[config.mk]
export PLATFORM = sky130hd
export DESIGN_NAME = oam_dma_ctrl
export DESIGN_NICKNAME = d
export VERILOG_FILES = /design/src/rtl/nes_bus_pkg.sv /design/src/rtl/sys_ram_port_mux.sv /design/src/rtl/oam_dma_ctrl.sv
export SDC_FILE = /design/constraint.sdc
export NUM_CORES = 1
export LEC_CHECK = 0
export BUFFER_PORTS_ARGS = -buffer_cell sky130_fd_sc_hd__buf_2
export CORE_ASPECT_RATIO = 1.4
export CORE_MARGIN = 5
export CORE_UTILIZATION = 42
export CTS_BUF_LIST = sky130_fd_sc_hd__clkbuf_8 sky130_fd_sc_hd__clkbuf_16
export CTS_CLUSTER_SIZE = 14
export DETAILED_ROUTE_END_ITERATION = 10
export PLACE_DENSITY = 0.86
export SYNTH_ARGS = -nofsm -noshare
export SYNTH_HDL_FRONTEND = slang
export SYNTH_SLANG_ARGS = --single-unit
[constraint.sdc]
create_clock -name clk -period 4.85 [get_ports clk]
set_clock_uncertainty 0.2 [all_clocks]
set_input_delay 0 -clock clk [delete_from_list [all_inputs] [get_ports clk]]
set_output_delay 0 -clock clk [all_outputs]
set_load 0.005 [all_outputs]
[src/rtl/nes_bus_pkg.sv]
// Shared definitions for the CPU / system-RAM / OAM DMA bus slice.
package nes_bus_pkg;

    // DMA sequencer states.
    typedef enum logic [2:0] {
        IDLE  = 3'd0,
        HALT  = 3'd1,
        ALIGN = 3'd2,
        RD    = 3'd3,
        WR    = 3'd4
    } dma_state_t;

    // CPU write to this address starts an OAM DMA.
    localparam logic [15:0] DMA_REG_ADDR = 16'h4014;

    // System RAM occupies every CPU address whose bits [15:13] match this.
    localparam logic [2:0] SYS_RAM_BASE_MASK = 3'b000;

    // Bytes copied per transfer; the index counter is 8 bits wide.
    localparam int OAM_BYTES = 256;

endpackage

[src/rtl/sys_ram_port_mux.sv]
// Selects who drives the system RAM port: the CPU (passthrough with
// mirror aliasing) while the DMA is idle, otherwise the DMA read engine.
module sys_ram_port_mux
    import nes_bus_pkg::*;
(
    input  logic        i_cpu_sel,
    input  logic [2:0]  i_cpu_hi,
    input  logic [10:0] i_cpu_addr,
    input  logic [7:0]  i_cpu_wdata,
    input  logic        i_cpu_wren,
    input  logic        i_cpu_rden,
    input  logic        i_dma_rden,
    input  logic [10:0] i_dma_addr,
    output logic [10:0] o_ram_addr,
    output logic [7:0]  o_ram_wdata,
    output logic        o_ram_wren,
    output logic        o_ram_rden
);

    logic w_ram_sel;

    assign w_ram_sel = (i_cpu_hi == SYS_RAM_BASE_MASK);

    // Port selection: CPU passthrough when selected, else DMA read or quiet.
    always_comb begin
        o_ram_addr  = 11'h000;
        o_ram_wdata = 8'h00;
        o_ram_wren  = 1'b0;
        o_ram_rden  = 1'b0;
        if (i_cpu_sel) begin
            o_ram_addr  = i_cpu_addr;
            o_ram_wdata = i_cpu_wdata;
            o_ram_wren  = i_cpu_wren & w_ram_sel;
            o_ram_rden  = i_cpu_rden & w_ram_sel;
        end else if (i_dma_rden) begin
            o_ram_addr = i_dma_addr;
            o_ram_rden = 1'b1;
        end
    end

endmodule

[src/rtl/oam_dma_ctrl.sv]
// OAM DMA controller and system RAM port arbiter. A CPU write to the DMA
// register halts the CPU and copies one 256-byte page into OAM, one
// read/write pair every two clocks, aligned so reads start on even parity.
module oam_dma_ctrl #(
    parameter logic [15:0] DMA_REG_ADDR = nes_bus_pkg::DMA_REG_ADDR,
    parameter int          OAM_BYTES    = nes_bus_pkg::OAM_BYTES
) (
    input  logic        clk,
    input  logic        reset,
    input  logic [15:0] cpu_addr,
    input  logic [7:0]  cpu_wdata,
    input  logic        cpu_wren,
    input  logic        cpu_rden,
    output logic [7:0]  cpu_rdata,
    output logic        cpu_rdy,
    output logic [10:0] ram_addr,
    output logic [7:0]  ram_wdata,
    output logic        ram_wren,
    output logic        ram_rden,
    input  logic [7:0]  ram_rdata,
    output logic [15:0] ext_addr,
    output logic        ext_rden,
    input  logic [7:0]  ext_rdata,
    output logic [7:0]  oam_addr,
    output logic [7:0]  oam_wdata,
    output logic        oam_wren,
    output logic        dma_busy,
    output logic [2:0]  dbg_state,
    output logic [7:0]  dbg_page,
    output logic [7:0]  dbg_idx,
    output logic        dbg_par
);

    import nes_bus_pkg::dma_state_t, nes_bus_pkg::IDLE, nes_bus_pkg::HALT,
           nes_bus_pkg::ALIGN, nes_bus_pkg::RD, nes_bus_pkg::WR;

    localparam logic [7:0] LAST_IDX = 8'(OAM_BYTES - 1);

    dma_state_t r_state;
    logic [7:0] r_page;
    logic [7:0] r_idx;
    logic       r_par;
    logic       r_src_ext;   // page decode captured in RD, steers WR data

    logic w_idle;
    logic w_rd;
    logic w_wr;
    logic w_trig;
    logic w_page_ext;
    logic w_dma_ram_rden;
    logic w_cpu_wren;

    assign w_idle         = (r_state == IDLE);
    assign w_rd           = (r_state == RD);
    assign w_wr           = (r_state == WR);
    assign w_trig         = w_idle & cpu_wren & (cpu_addr == DMA_REG_ADDR);
    assign w_page_ext     = (r_page[7:3] != 5'd0);
    assign w_dma_ram_rden = w_rd & ~w_page_ext;
    // The trigger write is consumed here and never reaches RAM.
    assign w_cpu_wren     = cpu_wren & ~w_trig;

    // Free-running parity used to align the first read to an even cycle.
    always_ff @(posedge clk or posedge reset) begin
        if (reset) begin
            r_par <= 1'b0;
        end else begin
            r_par <= ~r_par;
        end
    end

    // DMA sequencer: trigger, halt/align, then 256 read/write pairs.
    always_ff @(posedge clk or posedge reset) begin
        if (reset) begin
            r_state   <= IDLE;
            r_page    <= 8'h00;
            r_idx     <= 8'h00;
            r_src_ext <= 1'b0;
        end else begin
            case (r_state)
                IDLE: begin
                    if (w_trig) begin
                        r_page  <= cpu_wdata;
                        r_idx   <= 8'h00;
                        r_state <= HALT;
                    end
                end
                HALT: begin
                    r_state <= r_par ? RD : ALIGN;
                end
                ALIGN: begin
                    r_state <= RD;
                end
                RD: begin
                    r_src_ext <= w_page_ext;
                    r_state   <= WR;
                end
                WR: begin
                    if (r_idx == LAST_IDX) begin
                        r_idx   <= 8'h00;
                        r_state <= IDLE;
                    end else begin
                        r_idx   <= r_idx + 8'd1;
                        r_state <= RD;
                    end
                end
                default: begin
                    r_state <= IDLE;
                end
            endcase
        end
    end

    sys_ram_port_mux u_ram_mux (
        .i_cpu_sel   (w_idle),
        .i_cpu_hi    (cpu_addr[15:13]),
        .i_cpu_addr  (cpu_addr[10:0]),
        .i_cpu_wdata (cpu_wdata),
        .i_cpu_wren  (w_cpu_wren),
        .i_cpu_rden  (cpu_rden),
        .i_dma_rden  (w_dma_ram_rden),
        .i_dma_addr  ({r_page[2:0], r_idx}),
        .o_ram_addr  (ram_addr),
        .o_ram_wdata (ram_wdata),
        .o_ram_wren  (ram_wren),
        .o_ram_rden  (ram_rden)
    );

    assign cpu_rdata = ram_rdata;
    assign cpu_rdy   = w_idle;
    assign dma_busy  = ~w_idle;

    assign ext_rden  = w_rd & w_page_ext;
    assign ext_addr  = ext_rden ? {r_page, r_idx} : 16'h0000;

    assign oam_wren  = w_wr;
    assign oam_addr  = w_wr ? r_idx : 8'h00;
    assign oam_wdata = w_wr ? (r_src_ext ? ext_rdata : ram_rdata) : 8'h00;

    assign dbg_state = r_state;
    assign dbg_page  = r_page;
    assign dbg_idx   = r_idx;
    assign dbg_par   = r_par;

endmodule

======== Yosys cells after proc, flatten, opt, wreduce, memory -nomap -nowiden ========
Index checks and enable logic that the tools add are counted.
word-level totals
  register bits ........................... 21
  bits of input ports ..................... 44
  output and inout bits ................... 85
  logic and storage cells ................. 47
cells by class
  $add $sub $neg .......................... 1
  equal/unequal tests ..................... 7
  multiplexer cells ....................... 17
  bitwise operators ....................... 11
  reductions and logical operators ........ 6
operators by type and width
  operator                                                number
  two-way mux 8 bit                                       6
  two-way mux 11 bit                                      2
  == test 16 x 15 -> 1 bit (second input constant)        1
  two-way mux 16 bit                                      1
  case mux 8 bit (2 select lines)                         1
  case mux 3 bit (5 select lines)                         1
  adder 8 x 1 -> 8 bit (second input constant)            1
  == test 8 bit (second input constant)                   1
  AND 1 bit                                               7
  == test 3 x 2 -> 1 bit (second input constant)          2
  zero test 3 bit                                         2
  nonzero test 5 bit                                      1
  two-way mux 1 bit                                       4
  NOT 1 bit                                               4
  AND reduction 2 bit                                     2
  == test 3 x 1 -> 1 bit (second input constant)          1
  == test 3 bit (second input constant)                   1
  two-way mux 3 bit                                       1
  two-way mux 2 bit                                       1
  inequality test 2 x 1 -> 1 bit (second input constant)  1
  nonzero test 2 bit                                      1

======== Logic depth before layout (Yosys ltp) ========
  depth in word-level cells ............... 7
  gate-level depth with buffers ........... 6

======== Hierarchy ========
A second synthesis with hierarchy kept.
unflattened totals
  cell total of the unflattened synthesis .. 179
  area total of the unflattened synthesis .. 1592.8 um2
by module, submodules not included
  module            times used  cells an instance  area an instance (um2)  sequential area each (um2)
  oam_dma_ctrl      1           153                1396.3                  525.5
  sys_ram_port_mux  1           26                 196.4                   0.0

======== Worst setup path after synthesis ========
No wires, ideal clock.
  kind .................................... register to register
  start ................................... register r_state[1] (netlist: dbg_state[1])
  end ..................................... register r_page[0] (netlist: dbg_page[0])
  data arrival time ....................... 1.763 ns
  data required time ...................... 4.525 ns
  slack ................................... 2.762 ns
  stages on the path, launching flop included .. 6
  path buffers ............................ 0
  clock period less this slack ............ 2.088 ns
  path through ............................ dfrtp_1 nor3_2 inv_2 or3_4 nor3_4 mux2_2
between the ends
  word-level cells in the longest chain between the ends .. 4
RTL lines
  item                                      RTL line                                source
  from (decl)                               oam_dma_ctrl.sv:39                      dma_state_t r_state;
  from (signal assigned)                    oam_dma_ctrl.sv:88                      r_state <= r_par ? RD : ALIGN;
  zero test 3 bit (*)                       oam_dma_ctrl.sv:53, oam_dma_ctrl.sv:79
  AND 1 bit (2 in series)                   oam_dma_ctrl.sv:56                      assign w_trig = w_idle & cpu_wren & (cpu_addr == DMA_REG_ADDR);
  AND reduction 2 bit (no source line) (*)  -
  to (signal assigned)                      oam_dma_ctrl.sv:82                      r_page <= cpu_wdata;
  to (decl)                                 oam_dma_ctrl.sv:40                      logic [7:0] r_page;
Every way passes the cells marked *; elsewhere a longest branch is shown, timed or not.
A chain may end at the register's enable or synchronous reset.

======== Worst setup path after layout ========
  start ................................... register r_state[0] (netlist: dbg_state[0])
  end ..................................... register r_page[2] (netlist: dbg_page[2])
Same word-level chain as after synthesis.

==> results by group <==
Worst setup path
  • WS Path Type: flop to flop
  • Crit. End Element: flop
  • Critical Path Start: dbg_state[0]$_DFFE_PP0P_
  • CP arrival: around 3 ns
  • Worst setup path end: dbg_page[2]$_DFFE_PP0P_
  • Crit path launch type: flop
  • Worst R2R Setup Slack: between 1.5 and 2 ns
  • Worst-path fanout max: 21
  • Reg2Reg Depth: 5
  • RR Startpoint: dbg_state[0]$_DFFE_PP0P_
  • WP data required: ~4.8 ns
  • RR Endpoint: dbg_page[2]$_DFFE_PP0P_

Run status
  • Status: finished, final reports clean

Global route
  • Vias in the first global route: between 1,500 and 2,000
  • GR met1 Demand/Resource: between 20% and 30%
  • Grt total ovfl: 0
  • Met2 Use GR: a little under two fifths
  • Largest net degree at the start of global routing: 22
  • Total track usage: about a fifth
  • First-pass GRT wire length: approximately 7.9 mm
  • Global Route met3 Usage: between 2 and 2.5%
  • Initial antenna violation count: 0
  • Gr busiest metal: met2

Finish
  • Fin area: between 2000 and 2500 um^2
  • Area of the multi-input gates: between 900 and 1000 um^2
  • Fill count: 325
  • Utilization after layout: between 60% and 70%
  • Reg area: 526 um^2
  • Diodes inserted: 0
  • Share of cells above drive strength 1: approximately 47%
  • Final non-filler cell total: about 350
  • Area Growth Syn to Fin: 52.0%
  • Final Net Count: about 360

Power and ir drop
  • Maximum VDD drop: approximately 0.34 mV
  • Total design power: slightly above 0.9 mW
  • Lkg Pwr: between 1 and 1.5 nW
  • Pwr dens: approximately 390 nW/um^2

Logic synthesis
  • Yosys reg bits: 21
  • Post-synthesis cell count: 181
  • Avg Cell Area, Syn: about 8.6 um^2
  • Post-Syn Area: roughly 1600 um^2
  • Synth Warn #: 0
  • Seq/Total Area, Yosys: between 30% and 40%
  • Count of cell types in the netlist: 37
  • Syn nets: roughly 230

Detailed routing
  • Final WL: roughly 5.4 mm
  • Drt drc: 0
  • Initial DRC Count: 66
  • Via count: ~1,800
  • DR vias/cell: 5.18
  • Drt first pass iters: 4
  • DR WL/cell: around 15 um
  • Final antenna-violating net count: 0

Floorplanning
  • I/O pin total: approximately 130
  • Row cnt: 26
  • Die Wd: between 60 and 70 um
  • Initial Util: between 40 and 50%
  • Die Ht: 82.2 um
  • Core Region: 3640 um^2
  • Die area: about 5000 um^2

Clock network
  • Skew-Pair Late Insertion Delay: between 0.2 and 0.3 ns
  • CTS tree: built
  • H-tree depth: 1
  • CTS Sinks: 21
  • Setup Fix Bufs, Post-CTS: 0
  • PostCTS Resize Cnt: 0
  • Root buf cell: clkbuf_8
  • CTS Buf Count: 3
  • Hold Buf Count CTS: 17
  • Clock buffer depth: 2
  • Clk slew on worst S/H paths: roughly 0.08 ns

Timing
  • Tmin final: 3.09 ns
  • Final period util: a little under two thirds
  • Slew Limit Fails: 0
  • Setup-failing EPs final: 0
  • RSZ-0062 raised after global routing: false
  • Fmax: roughly 320 MHz
  • Slew @ Worst Pin: 1.16 ns
  • Worst-case headroom to the max-slew limit: around 22%
  • Final Hold Fails: 0
  • Setup TNS: 0 ns

Placement
  • # placed instances: between 300 and 400
  • Gpl congestion: slightly below 0.8
  • Placed inst area: 2160 um^2
  • Dpl hpwl: slightly above 4 mm
  • IO buf count: roughly 130

Run
  • Max-cap viol count: 0

Worst hold path
  • Hold WC Path Type: input pin to flop
==> where the power goes <==
part | switching (mW) | internal (mW)
clock network | 0.0570 | 0.0572
logic | 0.230 | 0.249
registers | 0.117 | 0.224
==> cell usage in the layout (no fill, tap or decap), drive strengths merged, types with 2 or more instances in the layout <==
| cell | instances |
|---|---|
| or4 | 2 |
| nor4b | 4 |
| o21ai | 8 |
| nor2b | 3 |
| clkbuf | 3 |
| o22ai | 2 |
| and3 | 6 |
| o211ai | 2 |
| mux2 | 8 |
| a22o | 11 |
| inv | 5 |
| mux2i | 9 |
| nand2 | 14 |
| nand3 | 5 |
| or3 | 2 |
| buf | 129 |
| and2 | 28 |
| dlygate4sd3 | 17 |
| nor2 | 15 |
| dfrtp | 21 |
| nor3 | 4 |
| a21oi | 3 |
==> kinds of logic (layout without fill, tap and decap cells) <==
kind of cell,count (synthesis),count (layout),share of synthesized area (%)
fa+ha+maj,1,1,0.799
buf+inv,24,155,7.75
xor+xnor,1,1,0.560
compound gates,30,30,13.4
mux,17,17,11.5
flops,21,21,33.6
simple gates,87,87,32.4
==> state kept, by name (all words and copies together) (netlist names) <==
register,count
r_src_ext,1
dbg_idx,8
dbg_par,1
dbg_state,3
dbg_page,8
==> critical path, cell delays in order (launching register included) <==
cell and delay, ns:
dfrtp_1 0.50, nor3_2 0.98, inv_2 0.11, or3_4 0.40, nor3_4 0.41, mux2_2 0.39
==> per-layer routing <==
metal  part of all wire [%]  routed length [um]
met3                    7.8                 416
met2                     54                2900
met5                      0                   0
met4                    3.3                 176
met1                     35                1860
==> layout make-up <==
cell class	count	share of cell area [%]
inverters	5	0.789
multi-input cells	136	38.6
clock buffers	3	1.74
repair buffers	146	34.4
clock inverters	1	0.210
well taps	42	2.21
flip-flops and latches	21	22.1
==> synth_stat cells <==
cell type | count | share of area [%]
a21oi_1 | 3 | 0.96
nand3_1 | 5 | 1.6
buf_2 | 1 | 0.32
nor2_1 | 15 | 3.6
or3_4 | 1 | 0.72
a21o_1 | 1 | 0.48
ha_1 | 1 | 0.80
o31a_1 | 1 | 0.56
buf_4 | 8 | 3.8
or3_1 | 1 | 0.40
a31oi_1 | 1 | 0.40
nand2b_1 | 1 | 0.40
xor2_1 | 1 | 0.56
clkbuf_1 | 8 | 1.9
and3_1 | 6 | 2.4
inv_1 | 4 | 0.96
o22a_1 | 1 | 0.56
nor3_2 | 2 | 1.3
or3b_2 | 1 | 0.56
or4_1 | 2 | 0.96
nor2b_1 | 3 | 1.2
dfrtp_1 | 21 | 34
mux2_2 | 8 | 5.8
and2_1 | 28 | 11
o22ai_1 | 2 | 0.80
nand2_1 | 14 | 3.4
inv_2 | 1 | 0.24
nor3_4 | 1 | 1.0
and4_1 | 1 | 0.56
nor3_1 | 1 | 0.32
o211ai_1 | 2 | 0.96
o21ai_0 | 8 | 2.6
buf_1 | 2 | 0.48
nor4b_1 | 4 | 2.2
a22o_1 | 11 | 6.2
and3b_1 | 1 | 0.56
mux2i_1 | 9 | 5.8
==> through the flow <==
step / setup WS [ns] / hold WS [ns]
global route: 1.51 / 0.0450
finish: 1.76 / 0.0143
CTS: 1.76 / 0.0140
detailed placement: 1.78 / -0.0172
global placement: 1.91 / -0.0191
floorplan: 2.76 / -0.223
==> how the worst min path moves through the flow <==
stage	slack [ns]	end	startpoint	depth (start not counted)
global route	0.05	dbg_state[0]$_DFFE_PP0P_	cpu_addr[13]	4
finish	0.01	dbg_idx[0]$_DFFE_PP0P_	cpu_addr[15]	4
floorplan	-0.22	dbg_idx[0]$_DFFE_PP0P_	reset	1
global placement	-0.02	cpu_rdata[2]	ram_rdata[2]	2
detailed placement	-0.02	cpu_rdata[4]	ram_rdata[4]	2
CTS	0.01	dbg_idx[0]$_DFFE_PP0P_	cpu_addr[15]	4
No activity file was read; power rests on OpenSTA's default activity.
